**config.mk**
```make
export PLATFORM = sky130hd
export DESIGN_NAME = pmod_mic3_capture_scheduler
export DESIGN_NICKNAME = d
export VERILOG_FILES = /design/src/rtl/pmod_mic3_capture_scheduler.sv
export SDC_FILE = /design/constraint.sdc
export NUM_CORES = 1
export LEC_CHECK = 0
export CELL_PAD_IN_SITES_DETAIL_PLACEMENT = 0
export CELL_PAD_IN_SITES_GLOBAL_PLACEMENT = 2
export CORE_AREA = 2 2 61 121
export CTS_CLUSTER_SIZE = 12
export DETAILED_ROUTE_END_ITERATION = 8
export DIE_AREA = 0 0 63 123
export DONT_BUFFER_PORTS = 1
export PLACE_DENSITY = 0.76
export SLEW_MARGIN = 0
export SYNTH_ARGS = -nofsm -noshare
export SYNTH_HDL_FRONTEND = slang
export SYNTH_SLANG_ARGS = --single-unit
```
**constraint.sdc**
```tcl
create_clock -name clock -period 2.15 [get_ports clock]
set_clock_uncertainty 0.2 [all_clocks]
set_input_delay 0.1075 -clock clock [delete_from_list [all_inputs] [get_ports clock]]
set_output_delay 0.1075 -clock clock [all_outputs]
set_load 0.005 [all_outputs]
```
**src/rtl/pmod_mic3_capture_scheduler.sv**
```systemverilog
// Scans up to N_CH PMOD MIC3 ADCs on one shared SPI bus every SAMPLE_PERIOD clocks; optional status counters under PMOD_MIC3_SCHED_STATUS_EN.
// Sample appears one clock after its 16th bit is sampled; a sample arriving while the output is stalled is dropped (overrun).
module pmod_mic3_capture_scheduler #(
    parameter int N_CH          = 2,
    parameter int CLK_DIV       = 4,
    parameter int SAMPLE_PERIOD = 2048,
    localparam int CH_W         = $clog2(N_CH)
) (
    input  logic              clock,
    input  logic              reset,
    input  logic [N_CH-1:0]   ch_enable,
    output logic [N_CH-1:0]   cs,
    output logic              sck,
    input  logic              sdo,
    output logic              out_valid,
    input  logic              out_ready,
    output logic [11:0]       out_data,
    output logic [CH_W-1:0]   out_ch,
`ifdef PMOD_MIC3_SCHED_STATUS_EN
    output logic              busy,
    output logic [7:0]        overrun_cnt,
    output logic [7:0]        missed_tick_cnt
`else
    output logic              busy
`endif
);

    localparam int CNT_W = $clog2(2 * CLK_DIV);
    localparam int TMR_W = $clog2(SAMPLE_PERIOD);

    localparam logic [1:0] S_IDLE  = 2'd0;
    localparam logic [1:0] S_SETUP = 2'd1;
    localparam logic [1:0] S_SHIFT = 2'd2;
    localparam logic [1:0] S_QUIET = 2'd3;

    logic [1:0]       state_q, state_d;
    logic [TMR_W-1:0] timer_q, timer_d;
    logic [CNT_W-1:0] cnt_q, cnt_d;
    logic [3:0]       bit_q, bit_d;
    logic [CH_W-1:0]  ch_q, ch_d;
    logic [N_CH-1:0]  mask_q, mask_d;
    logic [11:0]      shift_q, shift_d;
    logic             done_q, done_d;
    logic [N_CH-1:0]  cs_q, cs_d;
    logic             sck_q, sck_d;
    logic             out_valid_q, out_valid_d;
    logic [11:0]      out_data_q, out_data_d;
    logic [CH_W-1:0]  out_ch_q, out_ch_d;
    logic             tick;

    function automatic logic [CH_W-1:0] lowest_set(input logic [N_CH-1:0] m);
        lowest_set = '0;
        for (int i = N_CH - 1; i >= 0; i--) begin
            if (m[i]) lowest_set = CH_W'(i);
        end
    endfunction

    assign tick    = (timer_q == TMR_W'(SAMPLE_PERIOD - 1));
    assign timer_d = tick ? '0 : timer_q + 1'b1;

    always_comb begin
        state_d = state_q;
        cnt_d   = cnt_q;
        bit_d   = bit_q;
        ch_d    = ch_q;
        mask_d  = mask_q;
        shift_d = shift_q;
        done_d  = 1'b0;
        case (state_q)
            S_IDLE: begin
                if (tick && (ch_enable != '0)) begin
                    mask_d  = ch_enable;
                    ch_d    = lowest_set(ch_enable);
                    cnt_d   = '0;
                    state_d = S_SETUP;
                end
            end
            S_SETUP: begin
                if (cnt_q == CNT_W'(CLK_DIV - 1)) begin
                    cnt_d   = '0;
                    bit_d   = '0;
                    state_d = S_SHIFT;
                end else begin
                    cnt_d = cnt_q + 1'b1;
                end
            end
            S_SHIFT: begin
                cnt_d = cnt_q + 1'b1;
                // Last low clock of a period: sck rises on this edge, so take the bit now.
                // Only the low 12 bits survive; the ADC's leading zeros shift out the top.
                if (cnt_q == CNT_W'(CLK_DIV - 1)) begin
                    shift_d = {shift_q[10:0], sdo};
                    done_d  = (bit_q == 4'd15);
                end
                if (cnt_q == CNT_W'(2 * CLK_DIV - 1)) begin
                    cnt_d = '0;
                    bit_d = bit_q + 1'b1;
                    if (bit_q == 4'd15) begin
                        mask_d[ch_q] = 1'b0;
                        state_d      = S_QUIET;
                    end
                end
            end
            S_QUIET: begin
                if (cnt_q == CNT_W'(2 * CLK_DIV - 1)) begin
                    cnt_d = '0;
                    if (mask_q != '0) begin
                        ch_d    = lowest_set(mask_q);
                        state_d = S_SETUP;
                    end else begin
                        state_d = S_IDLE;
                    end
                end else begin
                    cnt_d = cnt_q + 1'b1;
                end
            end
            default: state_d = S_IDLE;
        endcase
    end

    // Pins are registered from next-state values so they switch glitch-free and track state_q.
    always_comb begin
        sck_d = !((state_d == S_SHIFT) && (cnt_d < CNT_W'(CLK_DIV)));
        cs_d  = '1;
        if ((state_d == S_SETUP) || (state_d == S_SHIFT)) cs_d[ch_d] = 1'b0;
    end

    always_comb begin
        out_valid_d = out_valid_q;
        out_data_d  = out_data_q;
        out_ch_d    = out_ch_q;
        if (out_valid_q && out_ready) out_valid_d = 1'b0;
        if (done_q && (!out_valid_q || out_ready)) begin
            out_valid_d = 1'b1;
            out_data_d  = shift_q;
            out_ch_d    = ch_q;
        end
    end

    always_ff @(posedge clock or posedge reset) begin
        if (reset) begin
            state_q     <= S_IDLE;
            timer_q     <= '0;
            cnt_q       <= '0;
            bit_q       <= '0;
            ch_q        <= '0;
            mask_q      <= '0;
            shift_q     <= '0;
            done_q      <= 1'b0;
            cs_q        <= '1;
            sck_q       <= 1'b1;
            out_valid_q <= 1'b0;
            out_data_q  <= '0;
            out_ch_q    <= '0;
        end else begin
            state_q     <= state_d;
            timer_q     <= timer_d;
            cnt_q       <= cnt_d;
            bit_q       <= bit_d;
            ch_q        <= ch_d;
            mask_q      <= mask_d;
            shift_q     <= shift_d;
            done_q      <= done_d;
            cs_q        <= cs_d;
            sck_q       <= sck_d;
            out_valid_q <= out_valid_d;
            out_data_q  <= out_data_d;
            out_ch_q    <= out_ch_d;
        end
    end

    assign cs        = cs_q;
    assign sck       = sck_q;
    assign out_valid = out_valid_q;
    assign out_data  = out_data_q;
    assign out_ch    = out_ch_q;
    assign busy      = (state_q != S_IDLE);

`ifdef PMOD_MIC3_SCHED_STATUS_EN
    logic       overrun, missed_tick;
    logic [7:0] overrun_cnt_q, overrun_cnt_d;
    logic [7:0] missed_tick_cnt_q, missed_tick_cnt_d;

    assign overrun     = done_q && out_valid_q && !out_ready;
    assign missed_tick = tick && (state_q != S_IDLE);

    always_comb begin
        overrun_cnt_d     = overrun_cnt_q;
        missed_tick_cnt_d = missed_tick_cnt_q;
        if (overrun && (overrun_cnt_q != 8'hFF)) overrun_cnt_d = overrun_cnt_q + 1'b1;
        if (missed_tick && (missed_tick_cnt_q != 8'hFF)) missed_tick_cnt_d = missed_tick_cnt_q + 1'b1;
    end

    always_ff @(posedge clock or posedge reset) begin
        if (reset) begin
            overrun_cnt_q     <= '0;
            missed_tick_cnt_q <= '0;
        end else begin
            overrun_cnt_q     <= overrun_cnt_d;
            missed_tick_cnt_q <= missed_tick_cnt_d;
        end
    end

    assign overrun_cnt     = overrun_cnt_q;
    assign missed_tick_cnt = missed_tick_cnt_q;
`endif

endmodule

```
# Yosys cells after proc, flatten, opt, wreduce, memory -nomap -nowiden
# Cells that the tools add are included.
[totals]
ff_bits = 53
latch_bits = 0
mem_bits_rw = 0
romBits = 0
input_bits = 6
output_inout_bits = 18
elab_cells = 94
memories = 0
[classes]
add_sub_neg = 3
mul = 0
div_mod_pow = 0
magnitude_cmp = 5
n_eq_ne = 13
shifts = 0
muxes = 36
bitwise_logic = 3
reduce_logical = 21
[op_table]
columns = ["op", "n"]
rows = [
  ["$mux 2", 9],
  ["$mux 1", 14],
  ["$reduce_bool 2->1", 6],
  ["$add 11x1->11 const B", 1],
  ["$eq 11x11->1 const B", 1],
  ["$mux 11", 1],
  ["$mux 3", 3],
  ["$pmux 3 s3", 1],
  ["$mux 4", 2],
  ["$ne 2x2->1 const B", 4],
  ["$pmux 2 s4", 1],
  ["$pmux 4 s2", 1],
  ["$eq 2x2->1 const B", 3],
  ["$logic_and 1x1->1", 6],
  ["$add 4x1->4 const B", 1],
  ["$eq 2x1->1 const B", 2],
  ["$eq 4x4->1 const B", 1],
  ["$lt 1x2->1 const B", 2],
  ["$not 2->2", 2],
  ["$pmux 2 s2", 1],
  ["$reduce_and 4->1", 1],
  ["$add 3x1->3 const B", 1],
  ["$eq 3x2->1 const B", 1],
  ["$eq 3x3->1 const B", 1],
  ["other kinds (11)", 15],
]

# Depth between registers and ports, before layout
# Gate-level depths: netlist (run 1).
[logic_depth]
ltp_word = 11
depth_mapped = 8
depth_no_buf = 8

# Worst setup path before layout (run 1)
# Ideal clock, no wire load.
[synth_path]
kind = "flip-flop to flip-flop"
start = "reg timer_q[0]"
end = "reg cs_q[0] (netlist: cs[0])"
setup_time_ns = 0.082
arrival_ns = 1.980
t_required_ns = 1.868
path_slack_ns = -0.112
path_stages_with_launch = 8
path_buffers = 0
period_less_slack_ns = 2.262
cell_sequence = "dfrtp_1 -> ha_1 -> nand3_4 -> nor4_4 -> nand2_1 -> a31o_2 -> ha_1 -> or2_1"
[synth_via]
word_cells_on_any_way = 16
cone_classes = "order compare (2); eq/ne (3); mux (7); bitwise (1); reduce/logical (3)"
[synth_lines]
columns = ["item", "line", "text"]
rows = [
  ["from (decl)", "37", "logic [TMR_W-1:0] timer_q, timer_d;"],
  ["from (signal assigned)", "157", "timer_q <= timer_d;"],
  ["$eq 11x11->1 (*)", "58", "assign tick = (timer_q == TMR_W'(SAMPLE_PERIOD - 1));"],
  ["$logic_and 1x1->1 (*)", "71", "if (tick && (ch_enable != '0)) begin"],
  ["$mux 2 (*)", "71", ""],
  ["$pmux 2 s4 (*)", "69", "case (state_q)"],
  ["via state_d[1]", "36", "logic [1:0] state_q, state_d;"],
  ["$eq 2x1->1 / $eq 2x2->1 (equally long branches)", "125", "if ((state_d == S_SETUP) || (state_d == S_SHIFT)) cs_d[ch_d] = 1'b0;"],
  ["$logic_or 1x1->1 (*)", "125", ""],
  ["$mux 2 (*)", "125", ""],
  ["via cs_d[0]", "44", "logic [N_CH-1:0] cs_q, cs_d;"],
  ["to (signal assigned)", "164", "cs_q <= cs_d;"],
  ["to (decl)", "44", ""],
]
# The timed path passes the listed nets; every way through them passes the cells marked *.
# A chain may end at the register's enable or synchronous reset.

# Final worst setup path (run 1)
[layout_path]
start = "reg cnt_q[1]"
end = "reg cs_q[0] (netlist: cs[0])"
[layout_via]
elab_chain_cells = 9
word_cells_on_any_way = 18
cone_classes = "order compare (2); eq/ne (4); mux (9); bitwise (1); reduce/logical (2)"
[layout_rtl]
columns = ["item", "line", "text"]
rows = [
  ["from (decl)", "38", "logic [CNT_W-1:0] cnt_q, cnt_d;"],
  ["from (signal assigned)", "158", "cnt_q <= cnt_d;"],
  ["$eq 3x3->1", "95, 105", ""],
  ["$mux 1", "105", "if (cnt_q == CNT_W'(2 * CLK_DIV - 1)) begin"],
  ["$pmux 1 s2", "69", ""],
  ["$lt 1x2->1 (implied by the code) / $ge 1x1->1 (equally long branches)", "125", ""],
  ["$logic_and 1x1->1 (implied by the code)", "125", ""],
  ["$mux 1 (implied by the code)", "125", ""],
  ["$demux 1 s1", "125", ""],
  ["$not 2->2 (no source line)", "n/a", ""],
  ["$mux 2 (*)", "125", ""],
  ["via cs_d[0]", "44", ""],
]
# Marks and branches as above.

==> impl.org, run 1 <==
** Outcome
- Outcome :: finished clean

** Route
- Routed vias :: between 1,500 and 2,000
- Residual antenna-violating net count after detailed routing :: 0
- The detailed router finished its first iteration with 91 violations.
- DRC errors left :: 0
- Number of vias per cell :: roughly 5.0
- Count of TritonRoute iterations in the first routing pass :: 4
- Post-Route WL :: between 4000 and 5000 microns
- After detailed routing, the average wire length per cell comes to 13.66 microns.

** GRT
- Number of antenna violations at the first check in global routing :: 0
- Remaining Overflow, GRT :: 0
- Vias in the first global route :: 1,713
- Entering global routing, the biggest net connects 32 pins.
- Wire length of the first global-routing pass :: between 7000 and 8000 microns
- All-layer global routing usage :: 0.1293

** Setup path
- The critical path is of the reg2reg type.
- Arrival time of the worst setup path :: 2.13 ns
- Setup crit start kind :: register
- For the worst flop-to-flop path, the logic depth is 8.
- The worst register-to-register path begins at cnt_q[1].
- The endpoint identified for the worst register-to-register timing path is cs[0].
- Largest driver fanout on the critical path :: 4
- STA puts the critical path data required time at 2.17 ns.
- Worst R2R Setup Slack :: around 0.038 ns
- Type of destination of the critical path :: register

** STA
- The worst path in the final design needs a cycle of 2.112 ns, including I/O delays and setup.
- Slew headroom :: 0.6172
- Crit path setup slack, layout :: just under 0.04 ns
- Unrepaired setup endpoints after global routing :: yes
- Setup violations remaining at the end of the flow were counted as 0.
- Post-Route Setup TNS :: 0 ns
- The number of hold violations in the final report was 0.
- Period Utilization, post-route :: 0.9821
- The number of pins with negative max-slew slack in the final report came to 0.
- Slew at the pin closest to its max-slew limit :: 0.5728 ns
- Maximum clock rate :: approximately 470 MHz

** Cells and area
- Number of filler instances in the final layout :: 681
- Fraction of layout instances using a drive strength above 1 :: 0.3415
- Number of inserted diodes :: 0
- At the end of the flow, the number of nets in the layout was around 260.
- Relative to the synthesized area, the layout overhead comes to 22.87%.
- Final core area utilization :: 0.4525

** Min path
- Worst Min Path Start :: ch_enable[0]
- Counting instances, the worst hold path has a depth of 4.
- For hold timing, the worst endpoint is mask_q[0].
- The min-delay analysis places its worst path in the category in2reg.

** Yosys
- Mean instance size in the synthesized netlist :: 12.10 sq um
- The share of synthesized area in the top cell type comes to 0.4973.
- Number of warnings issued by yosys :: 0
- Dominant register cell in the synthesized netlist :: dfrtp_1
- Area of the mapped netlist :: 0.002516 sq mm
- Counting distinct cell types in the post-synthesis netlist gives 43.
- Counting flops with a built-in enable in the synthesized netlist gives 0.
- Count of state elements after synthesis :: 53
- The biggest area contributor in the post-synthesis netlist is dfrtp_1.
- Area contributors post-synth :: dfrtp_1 50%, mux2_2 12%, ha_1 6.5%
- When the netlist entered floorplanning its net count stood at 227.
- After technology mapping, the gate count stands at 208.
- Fraction of the yosys area taken by sequential cells :: 0.5286
- Fraction of registers with async set or reset after synthesis :: 1.000

** Power and ir drop
- Cell internal pwr :: 0.001441 W
- VDD sags by at most 0.0004114 V.
- Of the total power, the share spent switching nets is 0.2036.
- Sequential share of power :: 0.552
- Of the total power, the clock network draws 0.430.
- Share of total power in combinational logic :: 0.018
- In this run the static leakage power is 1.467 nW.
- Dividing total power by cell area gives a power density of 585.3 mW/mm^2.
- Net switching component of the power :: 0.0003685 W

** Placed design
- Before CTS, the worst setup slack after placement is -0.09500 ns.
- Detailed-placement wirelength estimate :: 3280 microns
- At the end of routability-driven placement, the weighted congestion stood at 0.8105.
- Port buffering added 0 buffers.

** Die
- After floorplanning, the core was sized to cover 0.006833 sq mm.
- Pin placement for this block handled 24 I/O pins.
- Die outline height :: 123 microns
- Site Rows :: 43
- For this configuration, the core starts out at a cell density of 0.3682.
- The die covers 0.007749 sq mm.
- The floorplan step set the die width to 63 microns.

** CTS
- CTS clock-pin slew for the worst setup and hold paths :: 0.06 ns
- TritonCTS built the clock tree.
- CTS built an H-tree with a depth of 2.
- At the later pin of the worst-skew pair, clock insertion delay measures 0.29 ns.
- CTS saw 53 sinks.
- The root buffer cell chosen for the clock tree is clkbuf_16.
- Number of buffers added by the clock tree synthesis step :: 5
- Max clock buf depth :: 2

** Job
- Across the run, the number of max-cap violations was 0.
==> through the flow <==
| step | hold WS (ns) | instance area [sq um] | std cells | total power [W] |
|---|---|---|---|---|
| 6_report | 0.01651 | 3092 | 336 | 0.001810 |
| 3_3_place_gp | -0.1406 | 2809 | 316 | 0.001044 |
| 2_1_floorplan | 0.05808 | 2537 | 208 | 0.001034 |
| 4_1_cts | 0.008830 | 3074 | 334 | 0.001845 |
| 5_1_grt | 0.08163 | 3092 | 336 | 0.001882 |
| 3_5_place_dp | -0.1328 | 2809 | 316 | 0.001045 |
==> power groups by stage <==
stage	Combinational, W	Sequential [W]	Clock [W]
detailed placement	0.0000274	0.00102	0
finish	0.0000325	0.000998	0.000779
floorplan	0.0000165	0.00102	0
CTS	0.0000345	0.000998	0.000812
global route	0.0000376	0.000998	0.000846
global placement	0.0000267	0.00102	0
==> cells in the mapped netlist (2+ instances only) <==
cell,number
buf_1,2
a21o_1,4
nand4_1,3
and3_1,5
ha_1,13
nand3_1,4
o32ai_1,2
inv_1,10
nor3_1,2
o21ai_0,6
clkbuf_1,2
a21oi_1,2
nor2_1,16
dfrtp_1,50
dfstp_2,3
o22ai_1,2
nand2b_1,7
nor4_4,2
a31oi_1,2
mux2_2,26
xnor2_1,2
xor2_1,7
nor2b_1,2
nand2_1,14
o221ai_1,2
==> worst max-delay path, cell delays in order (launching register included) <==
cell,delay (ns)
dfrtp_1,0.41
ha_4,0.19
ha_4,0.17
o211ai_1,0.09
nand2b_1,0.10
or3_4,0.35
o221ai_2,0.07
ha_1,0.26
or2_1,0.21
==> metal layers <==
layer | up-vias | share of wire | global-route usage
li1 | 807 | - | -
met1 | 823 | 0.44 | 0.1483
met2 | 32 | 0.50 | 0.2247
met3 | 11 | 0.036 | 0.03094
met4 | 0 | 0.024 | 0.06111
met5 | - | 0 | 0
==> what timing repair did <==
action / in CTS / in global routing
gates resized for setup: 5 / 4
hold buffers: 5 / 0
cloned: 0 / 0
hold endpoints to repair: 57 / 0
pin swaps: 5 / 5
endpoints found under the setup margin: 2 / 2
setup buffers: 5 / 2
==> area by class of cell <==
cell class / instances / area, sq um / area share
inverters: 10 / 37.54 / 0.01214
repair buffers: 34 / 280.3 / 0.09065
multi-input cells: 141 / 1187 / 0.3841
clock inverters: 2 / 15.01 / 0.004856
flip-flops and latches: 53 / 1330 / 0.4302
clock buffers: 6 / 128.9 / 0.04168
well taps: 90 / 112.6 / 0.03642
==> cell usage in the layout (no fill, tap or decap), drive strengths merged, types with 2 or more instances in the layout <==
| cell type | count |
|---|---|
| dfrtp | 50 |
| buf | 29 |
| mux2 | 26 |
| nor2 | 16 |
| nand2 | 15 |
| ha | 13 |
| inv | 10 |
| nand2b | 7 |
| xor2 | 7 |
| clkbuf | 6 |
| o21ai | 6 |
| and3 | 5 |
| dlygate4sd3 | 5 |
| nand3 | 5 |
| a21o | 4 |
| nand4 | 4 |
| dfstp | 3 |
| nor3 | 2 |
| nor4 | 2 |
| o32ai | 2 |
| a21oi | 2 |
| a31oi | 2 |
| nor2b | 2 |
| o22ai | 2 |
| xnor2 | 2 |
| clkinvlp | 2 |
| and4 | 2 |
| o221ai | 2 |
==> worst max-delay path by stage <==
stage                        to  slack, ns  startpoint
after floorplan           cs[0]      0.002  timer_q[0]
after global placement    cs[0]      -0.03    cnt_q[0]
after detailed placement  cs[0]       -0.1    cnt_q[0]
after CTS                 cs[0]      0.004    cnt_q[1]
after global routing      cs[0]      -0.06    cnt_q[0]
final                     cs[0]       0.04    cnt_q[1]
==> cell families (layout without fill, tap and decap cells) <==
kind of cell	Yosys count	count (layout)	synth area share
AO/OA/AOI/OAI	29	29	0.08504
AND/OR/NAND/NOR	64	64	0.1532
flip-flops	53	53	0.5286
XOR/XNOR	9	9	0.03133
adder cells (fa/ha/maj)	13	13	0.06465
multiplexers	26	26	0.1164
buffers and inverters	14	52	0.02089
==> state kept, by name (all words and copies together) (netlist names), 2 cells and up <==
signal    flops
cnt_q         3
timer_q      11
state_q       2
bit_q         4
out_data     12
shift_q      12
cs            2
mask_q        2
No activity file was read; power rests on OpenSTA's default activity.
==> inputs of run 2 (changes only) <==
ABC_AREA = 1   (was default)
CORE_AREA = 2 2 64 126   (was 2 2 61 121)
DIE_AREA = 0 0 66 128   (was 0 0 63 123)
==> run 2 against run 1 <==
Against the previous run: the run now ends with hold timing left; highest routed layer unchanged; largest power group unchanged; sequential power about the same; utilization decreased by 6.1 points; design area decreased by 4.4%; critical endpoint is now cs[1]; sequential cell count unchanged.
==> impl.org, run 2 <==
** Setup path
- By instance count, the cell type seen most on the critical path is ha_1.
- The reg2reg setup slack was 0.13 ns (+0.10 ns).
- Arrival time of the worst setup path :: 2.04 ns (-0.09 ns)
- Max stage delay cell, worst path :: dfrtp_1
- CP cell instances :: ha_4, ha_1, o21ai_0, a31oi_1, a31o_2, ha_1, inv_1, nand3_1
- The maximum single-stage delay on the critical path is 0.41 ns (about the same).
- Kind of cell with the highest combined delay on the critical path :: adder cells
- The data required time at the worst endpoint was 2.17 ns (about the same).
- By startpoint and endpoint, the worst setup path is classified as reg2reg.
- Number of buffers and inverters on the critical path :: 1 (+1)
- The worst setup path is launched from a register.
- Largest driver fanout on the critical path :: 4 (unchanged)
- The worst setup path is captured at a register.

** Min path
- The worst hold path belongs to the class in2reg.

** Die
- Area of the core :: 0.007545 sq mm (+10%)
- The number of placement rows is 45 (+4.7%).
- Die area :: 0.008448 sq mm (+9.0%)
- The number of placed I/O pins is 24 (unchanged).
- The width of the chip was 66 microns (+4.8%).
- The effective utilization at floorplan came to 0.3371 (-0.03110).
- Die outline height :: 128 microns (+4.1%)

** CTS
- TritonCTS built the clock tree.
- Max clock buf depth :: 2 (unchanged)
- The tree is rooted in a clkbuf_16.
- The post-CTS clock slew at the launch and capture registers of the worst setup and hold paths came to 0.07 ns (about the same).
- The H-tree depth reported by CTS came to 2 (unchanged).
- Source-to-sink clock delay at the later pin of the worst-skew pair :: 0.29 ns (about the same)
- The number of sinks driven by the clock tree is 53 (unchanged).
- Number of buffers added by the clock tree synthesis step :: 5 (unchanged)

** GRT
- All-layer global routing usage :: 0.1407 (+0.01137)
- The initial antenna violation count is 0 (unchanged).
- Vias in the first global route :: 1,853 (+8.2%)
- Maximum number of pins on one net before global-route repair :: 38 (+19%)
- The wire length of the first global-routing pass came to 8852 microns (+11%).
- Remaining Overflow, GRT :: 0 (unchanged)

** Route
- The routed wire length was 5347 microns (+16%).
- The count of routing violations after the opening detailed-route iteration is 60 (-34%).
- The count of nets left with antenna violations after detail routing was 0 (unchanged).
- The average via count per standard cell was 4.645 (-6.7%).
- The detailed-route wire length per cell was 13.75 microns (+0.60%).
- DRC errors left :: 0 (unchanged)
- The number of vias in the routed layout was 1,807 (+8.0%).
- Count of TritonRoute iterations in the first routing pass :: 4 (unchanged)

** STA
- Slew headroom :: 0.7174 (+0.1002)
- The clock period minus final worst setup slack came to 2.016 ns (-0.09509 ns).
- Crit path setup slack, layout :: 0.1335 ns (+0.09509 ns)
- Period Utilization, post-route :: 0.9379 (-0.04423)
- The number of pins with negative max-slew slack in the final report came to 0 (unchanged).
- Final worst hold slack :: -0.006068 ns (-0.02258 ns)
- Count of final hold-check violations :: 1 (+1)
- Slew at the pin closest to its max-slew limit :: 0.4233 ns (-0.1495 ns)
- The achievable frequency was 495.9 MHz (+4.7%).
- Finish-stage setup viols :: 0 (unchanged)

** Outcome
- The run finished, with violations left.
- The final reports fail on hold timing.

** Power and ir drop
- The net switching power figure is 0.0004082 W (+11%).
- Ratio of total power to cell area :: 628.6 mW/mm^2 (+7.4%)
- The share of total power in combinational logic is 0.023 (+0.005).
- Sequential share of power :: 0.541 (-0.011)
- The static leakage came to 1.467 nW (about the same).
- The overall power of the completed layout was 0.001859 W (+2.7%).
- The peak ir drop on the vdd network is 0.0002914 V (-29%).
- The internal power came to 0.001450 W (+0.64%).
- The switching share of power is 0.2196 (+0.01600).
- The relative contribution of the clock network to total power came to 0.436 (+0.006).

** Yosys
- The count of distinct cell types in the synthesized netlist came to 38 (-12%).
- Area of the mapped netlist :: 0.002544 sq mm (+1.1%)
- The synthesized design spends more area on one cell type than any other, namely dfrtp_1.
- The warning count from the yosys run was 0 (unchanged).
- For this run, the leading register cell type out of synthesis is dfrtp_1.
- The number of flops mapped to enable cells by yosys came to 0 (unchanged).
- Count of state elements after synthesis :: 53 (unchanged)
- The most common cell in the synthesized netlist is nand2_1.
- The proportion of synthesized chip area in sequential cells is 0.5229 (-0.005720).
- The synthesized area per cell was 9.216 sq um (-24%).
- The number of nets produced by synthesis was 295 (+30%).
- Fraction of registers with async set or reset after synthesis :: 1.000 (unchanged)
- Synth top cells by count :: 61 x nand2_1, 50 x dfrtp_1, 39 x inv_1
- The share of Yosys cell area claimed by the top area cell type is 0.4919 (-0.005381).
- Sorting the synthesized cells by area gives the leading types as dfrtp_1 49%, nand2_1 9.0%, ha_1 6.4%.
- Number of instances in the synthesized netlist :: 276 (+33%)

** Cells and area
- Relative to the synthesized area, the layout overhead comes to 16.23%.
- The top cell types in the final layout, fill and taps aside, are 61 x nand2_1, 50 x dfrtp_1, 38 x inv_1, 29 x o21ai_0, 16 x nor2_1.
- Total number of nets in the final design :: 313 (+19%)
- The final standard cell area without fillers is 0.002957 sq mm (-4.4%).
- The library cell used most frequently in the layout, excluding fill and tap cells, is nand2_1.
- Finished Layout Cells :: 389 (+16%)
- Fraction of layout instances using a drive strength above 1 :: 0.1763 (-0.1652)
- The multi-input gate area in the final layout was 0.001059 sq mm (-11%).
- Number of filler instances in the final layout :: 828 (+22%)
- Sequential cell area in the final layout :: 0.001330 sq mm (unchanged)
- Number of inserted diodes :: 0 (unchanged)

** Placed design
- The count of input and output buffers came to 0 (unchanged).
- Post-place instance area :: 0.002735 sq mm (-2.6%)
- Worst-case setup slack after placement :: 0.04296 ns (+0.1380 ns)
- Detailed-placement wirelength estimate :: 4031 microns (+23%)
- The number of placed instances with taps included was 376 (+19%).
- Last weighted congestion value of the routability-driven placer :: 0.8267 (+2.0%)

** Job
- Max-cap violations :: 0 (unchanged)
[run 2: cell types whose count changed after synthesis, moves of 3 or more]
cell and change:
a21o_1 -4, a21oi_1 +3, and3_1 -5, inv_1 +29
inv_2 +4, mux2_2 -25, nand2_1 +47, nand2_2 +5
nand2b_1 -7, nand3_1 +8, o21ai_0 +23, xor2_1 -4
[run 2: cell families (layout without fill, tap and decap cells)]
kind of cell             count (synthesis)  after routing  synth area share
AND/OR/NAND/NOR                        111            111            0.2209
adder cells (fa/ha/maj)                 13             13           0.06395
buffers and inverters                   48             67           0.07181
AO/OA/AOI/OAI                           46             46            0.1023
multiplexers                             1              1          0.004427
XOR/XNOR                                 4              4           0.01378
flip-flops                              53             53            0.5229
[run 2: per-layer routing]
layer	part of all wire	track usage	vias to the layer above	wire, microns
met2	0.59	0.2709	22	3141
met3	0.024	0.02458	8	129
met4	0.021	0.06122	0	110
met1	0.37	0.1410	864	1966
met5	0	0	-	0
li1	-	-	913	-
[run 2: worst paths after layout]
path,from,end,depth (start not counted)
worst max-delay path,cnt_q[0],cs[1],8
worst min-delay path,ch_enable[0],mask_q[0],4
worst max register to register,cnt_q[0],cs[1],8
worst min register to register,shift_q[2],shift_q[2],2
max in group asynchronous,reset,out_data[7],3
min in group asynchronous,reset,timer_q[7],2
[run 2: worst register-to-register path, stage by stage (launching register included)]
cell and delay, ns:
dfrtp_1 0.41, ha_4 0.19, ha_1 0.21, o21ai_0 0.16
a31oi_1 0.11, a31o_2 0.23, ha_1 0.27, inv_1 0.08
nand3_1 0.08
[run 2: area by class of cell]
class,instances,area share
clock buffer,5,0.04232
timing repair buffer,16,0.04824
multi-input combinational,175,0.3580
clock inverter,3,0.007194
tap,94,0.03978
sequential,53,0.4499
inverter,43,0.05459
[run 2: power groups by stage]
stage / logic (W) / registers (W) / clock network (W)
2_1_floorplan: 0.0000244 / 0.00102 / 0
3_3_place_gp: 0.0000383 / 0.00103 / 0
3_5_place_dp: 0.0000391 / 0.00103 / 0
4_1_cts: 0.0000453 / 0.00101 / 0.000843
5_1_grt: 0.0000500 / 0.00101 / 0.000888
6_report: 0.0000428 / 0.00101 / 0.000810
[run 2: metrics by stage]
step / hold WS [ns] / util / TNS, ns
floorplan: 0.05602 / - / 0
global placement: -0.1914 / 0.3625 / 0
detailed placement: -0.1874 / 0.3625 / 0
CTS: 0.003449 / 0.3872 / 0
global route: 0.02686 / 0.3919 / -0.0001890
finish: -0.006068 / 0.3919 / 0
[run 2: repair_timing]
| item | CTS | global route |
|---|---|---|
| buffers inserted | 0 | 1 |
| hold buffers | 4 | 0 |
| resized for setup | 0 | 5 |
| hold endpoints to repair | 56 | 0 |
| setup endpoints to repair | 0 | 2 |
==> inputs of run 3 (changes only) <==
GPL_TIMING_DRIVEN = 0   (was default)
==> run 3 against run 2 <==
Against the previous run: non-clock buffer count is 1 higher; largest cell class unchanged; total power increased by 1.5%; final cell count rose by 0.26%; the flow still finishes with violations (hold timing); largest power group unchanged; utilization is 0.15 points higher.
==> impl.org, run 3 (synthesis results as in run 2) <==
** Placed design
- The final RePlAce weighted congestion was 0.7894 (-4.5%).
- The worst slack at placement is -0.1107 ns (-0.1536 ns).
- Detailed-placement wirelength estimate :: 4041 microns (+0.26%)
- The count of input and output buffers came to 0 (unchanged).
- Instance count after placement with tap cells included :: 371 (-1.3%)

** CTS
- The CTS buffer count was 5 (unchanged).
- TritonCTS built the clock tree.
- The post-CTS clock slew at the launch and capture registers of the worst setup and hold paths was 0.07 ns (about the same).
- The H-tree depth reported by CTS is 2 (unchanged).
- In this run the clock root is driven by a clkbuf_16.
- Clock Sinks :: 53 (unchanged)
- Max clock buf depth :: 2 (unchanged)
- The clock latency on the worst-skew pair is 0.30 ns (about the same).

** Die
- The width of the chip is 66 microns (unchanged).
- The die span in y came to 128 microns (unchanged).
- The effective utilization at floorplan is 0.3371 (unchanged).
- Site Rows :: 45 (unchanged)
- The die outline area was 0.008448 sq mm (unchanged).
- Count of boundary I/O pins :: 24 (unchanged)
- Area of the core :: 0.007545 sq mm (unchanged)

** STA
- Count of final hold-check violations :: 1 (unchanged)
- The smallest hold slack came to -0.0008001 ns (+0.005268 ns).
- Count of pins over their slew limit :: 0 (unchanged)
- The count of endpoints failing setup in the final report came to 0 (unchanged).
- The achievable frequency was 482.3 MHz (-2.7%).
- The final period utilization is 0.9643 (+0.02638).
- Slew headroom :: 0.6794 (-0.03803)
- Slew at the pin closest to its max-slew limit :: 0.4802 ns (+0.05696 ns)
- Crit path setup slack, layout :: 0.07680 ns (-0.05671 ns)
- The clock period minus final worst setup slack is 2.073 ns (+0.05671 ns).

** Route
- Routed vias :: 1,834 (+1.5%)
- Count of TritonRoute iterations in the first routing pass :: 4 (unchanged)
- The count of routing violations after the opening detailed-route iteration is 89 (+48%).
- Residual antenna-violating net count after detailed routing :: 0 (unchanged)
- The routed wire length is 5358 microns (+0.21%).
- The number of remaining DRC errors is 0 (unchanged).
- Number of vias per cell :: 4.703 (+1.2%)
- The detailed-route wire length per cell is 13.74 microns (about the same).

** Outcome
- Outcome :: complete, but fails checks
- Failing checks :: hold timing

** Setup path
- The depth of the worst register-to-register path was 9 (+1).
- Biggest cell delay along the critical path :: 0.40 ns (about the same)
- STA classifies the critical path endpoint as a register.
- Arrival time of the worst setup path :: 2.10 ns (+0.06 ns)
- The largest driver fanout on the critical path was 10 (+6).
- The data required time at the worst endpoint came to 2.18 ns (about the same).
- Crit. path cell count :: 9 (+1)
- CP cell instances :: buf_4, ha_1, buf_2, inv_2, a31oi_1, a31o_2, ha_1, inv_2, nand3_1
- Max stage delay cell, worst path :: dfrtp_2
- The buffering stage count on the worst path with inverters included came to 4 (+3).
- STA classifies the critical path startpoint as a register.
- Grouping stages by cell kind, the critical path spends the most delay in buffers and inverters.
- The worst setup path is of the reg2reg kind.

** Cells and area
- Most frequent cells in the layout :: 61 x nand2_1, 49 x dfrtp_1, 36 x inv_1, 28 x o21ai_0, 16 x nor2_1
- Fraction of layout instances using a drive strength above 1 :: 0.1892 (+0.01292)
- The area growth from synthesis to layout is 16.67%.
- The library cell used most frequently in the layout, excluding fill and tap cells, is nand2_1.
- The non-filler instance count after layout is 390 (+0.26%).
- Number of inserted diodes :: 0 (unchanged)
- Number of filler instances in the final layout :: 815 (-1.6%)
- Total number of nets in the final design :: 314 (+0.32%)

** GRT
- Wire length of the first global-routing pass :: 9211 microns (+4.1%)
- The initial antenna violation count was 0 (unchanged).
- Vias in the first global route :: 1,939 (+4.6%)
- Remaining Overflow, GRT :: 0 (unchanged)
- The total track usage is 0.1464 (+0.005687).
- Maximum number of pins on one net before global-route repair :: 34 (-11%)

** Job
- The number of maximum-capacitance violations is 0 (unchanged).

** Power and ir drop
- Leakage :: 1.458 nW (-0.59%)
- The total power per unit cell area came to 635.9 mW/mm^2 (+1.2%).
- The peak ir drop on the vdd network came to 0.0003861 V (+33%).

** Min path
- Hold-critical path depth :: 4 (unchanged)
- Tightest Hold Check Type :: in2reg
==> run 3: cell types whose count changed in the layout (fill, tap and decap cells not counted), sizes merged <==
cell / change
inv: +1
buf: -2
clkbuf: +3
clkinv: -1
==> run 3: final timing paths <==
check,startpoint,to,slack [ns]
worst max register to register,state_q[1],cs[1],0.08
worst min-delay path,ch_enable[0],mask_q[0],-0.0008
max in group asynchronous,reset,bit_q[2],1.13
worst max-delay path,state_q[1],cs[1],0.08
min in group asynchronous,reset,out_data[6],0.08
worst min register to register,shift_q[1],shift_q[1],0.29
==> run 3: area by class of cell <==
cell class                 count  area [sq um]  area share
clock inverter                 3         25.02    0.008432
multi-input combinational    175          1074      0.3617
sequential                    53          1331      0.4486
buffer                         5         21.27    0.007167
timing repair buffer          12         112.6     0.03794
tap                           94         117.6     0.03963
inverter                      43         161.4     0.05438
clock buffer                   5         125.1     0.04216
==> run 3: tightest hold or removal path: cells and delay by family <==
family	cells	cell delay, ns
buf+inv	1	0.09
compound gates	1	0.11
simple gates	2	0.14
==> run 3: timing repair <==
item / CTS / global route
buffers inserted: 1 / 6
hold endpoints to repair: 56 / 0
gates resized for setup: 6 / 7
setup endpoints to repair: 2 / 2
pin swaps: 0 / 4
hold buffers: 4 / 0
==> run 3: power by group <==
part	switching [W]	internal, W	leakage (nW)
clock	0.000399	0.000441	0.0708
sequential	0.00000329	0.00100	0.679
combinational	0.0000288	0.0000128	0.709
==> run 3: routing by layer <==
metal,global-route usage,up-vias,wire length (microns)
met4,0.08163,0,182
met2,0.2644,36,3071
met5,0,-,0
met3,0.03512,11,167
met1,0.1488,878,1936
li1,-,909,-
==> run 3: per-stage QoR <==
| stage | util | power (W) | hold WS, ns | TNS [ns] | cell area (sq um) |
|---|---|---|---|---|---|
| floorplan | - | 0.001049 | 0.05602 | 0 | 2544 |
| global placement | 0.3527 | 0.001058 | 0.07049 | -3.999 | 2661 |
| detailed placement | 0.3554 | 0.001064 | -0.1530 | -0.1914 | 2681 |
| CTS | 0.3846 | 0.001923 | 0.005216 | 0 | 2902 |
| global route | 0.3934 | 0.001965 | 0.06821 | -0.007499 | 2968 |
| finish | 0.3934 | 0.001887 | -0.0008001 | 0 | 2968 |
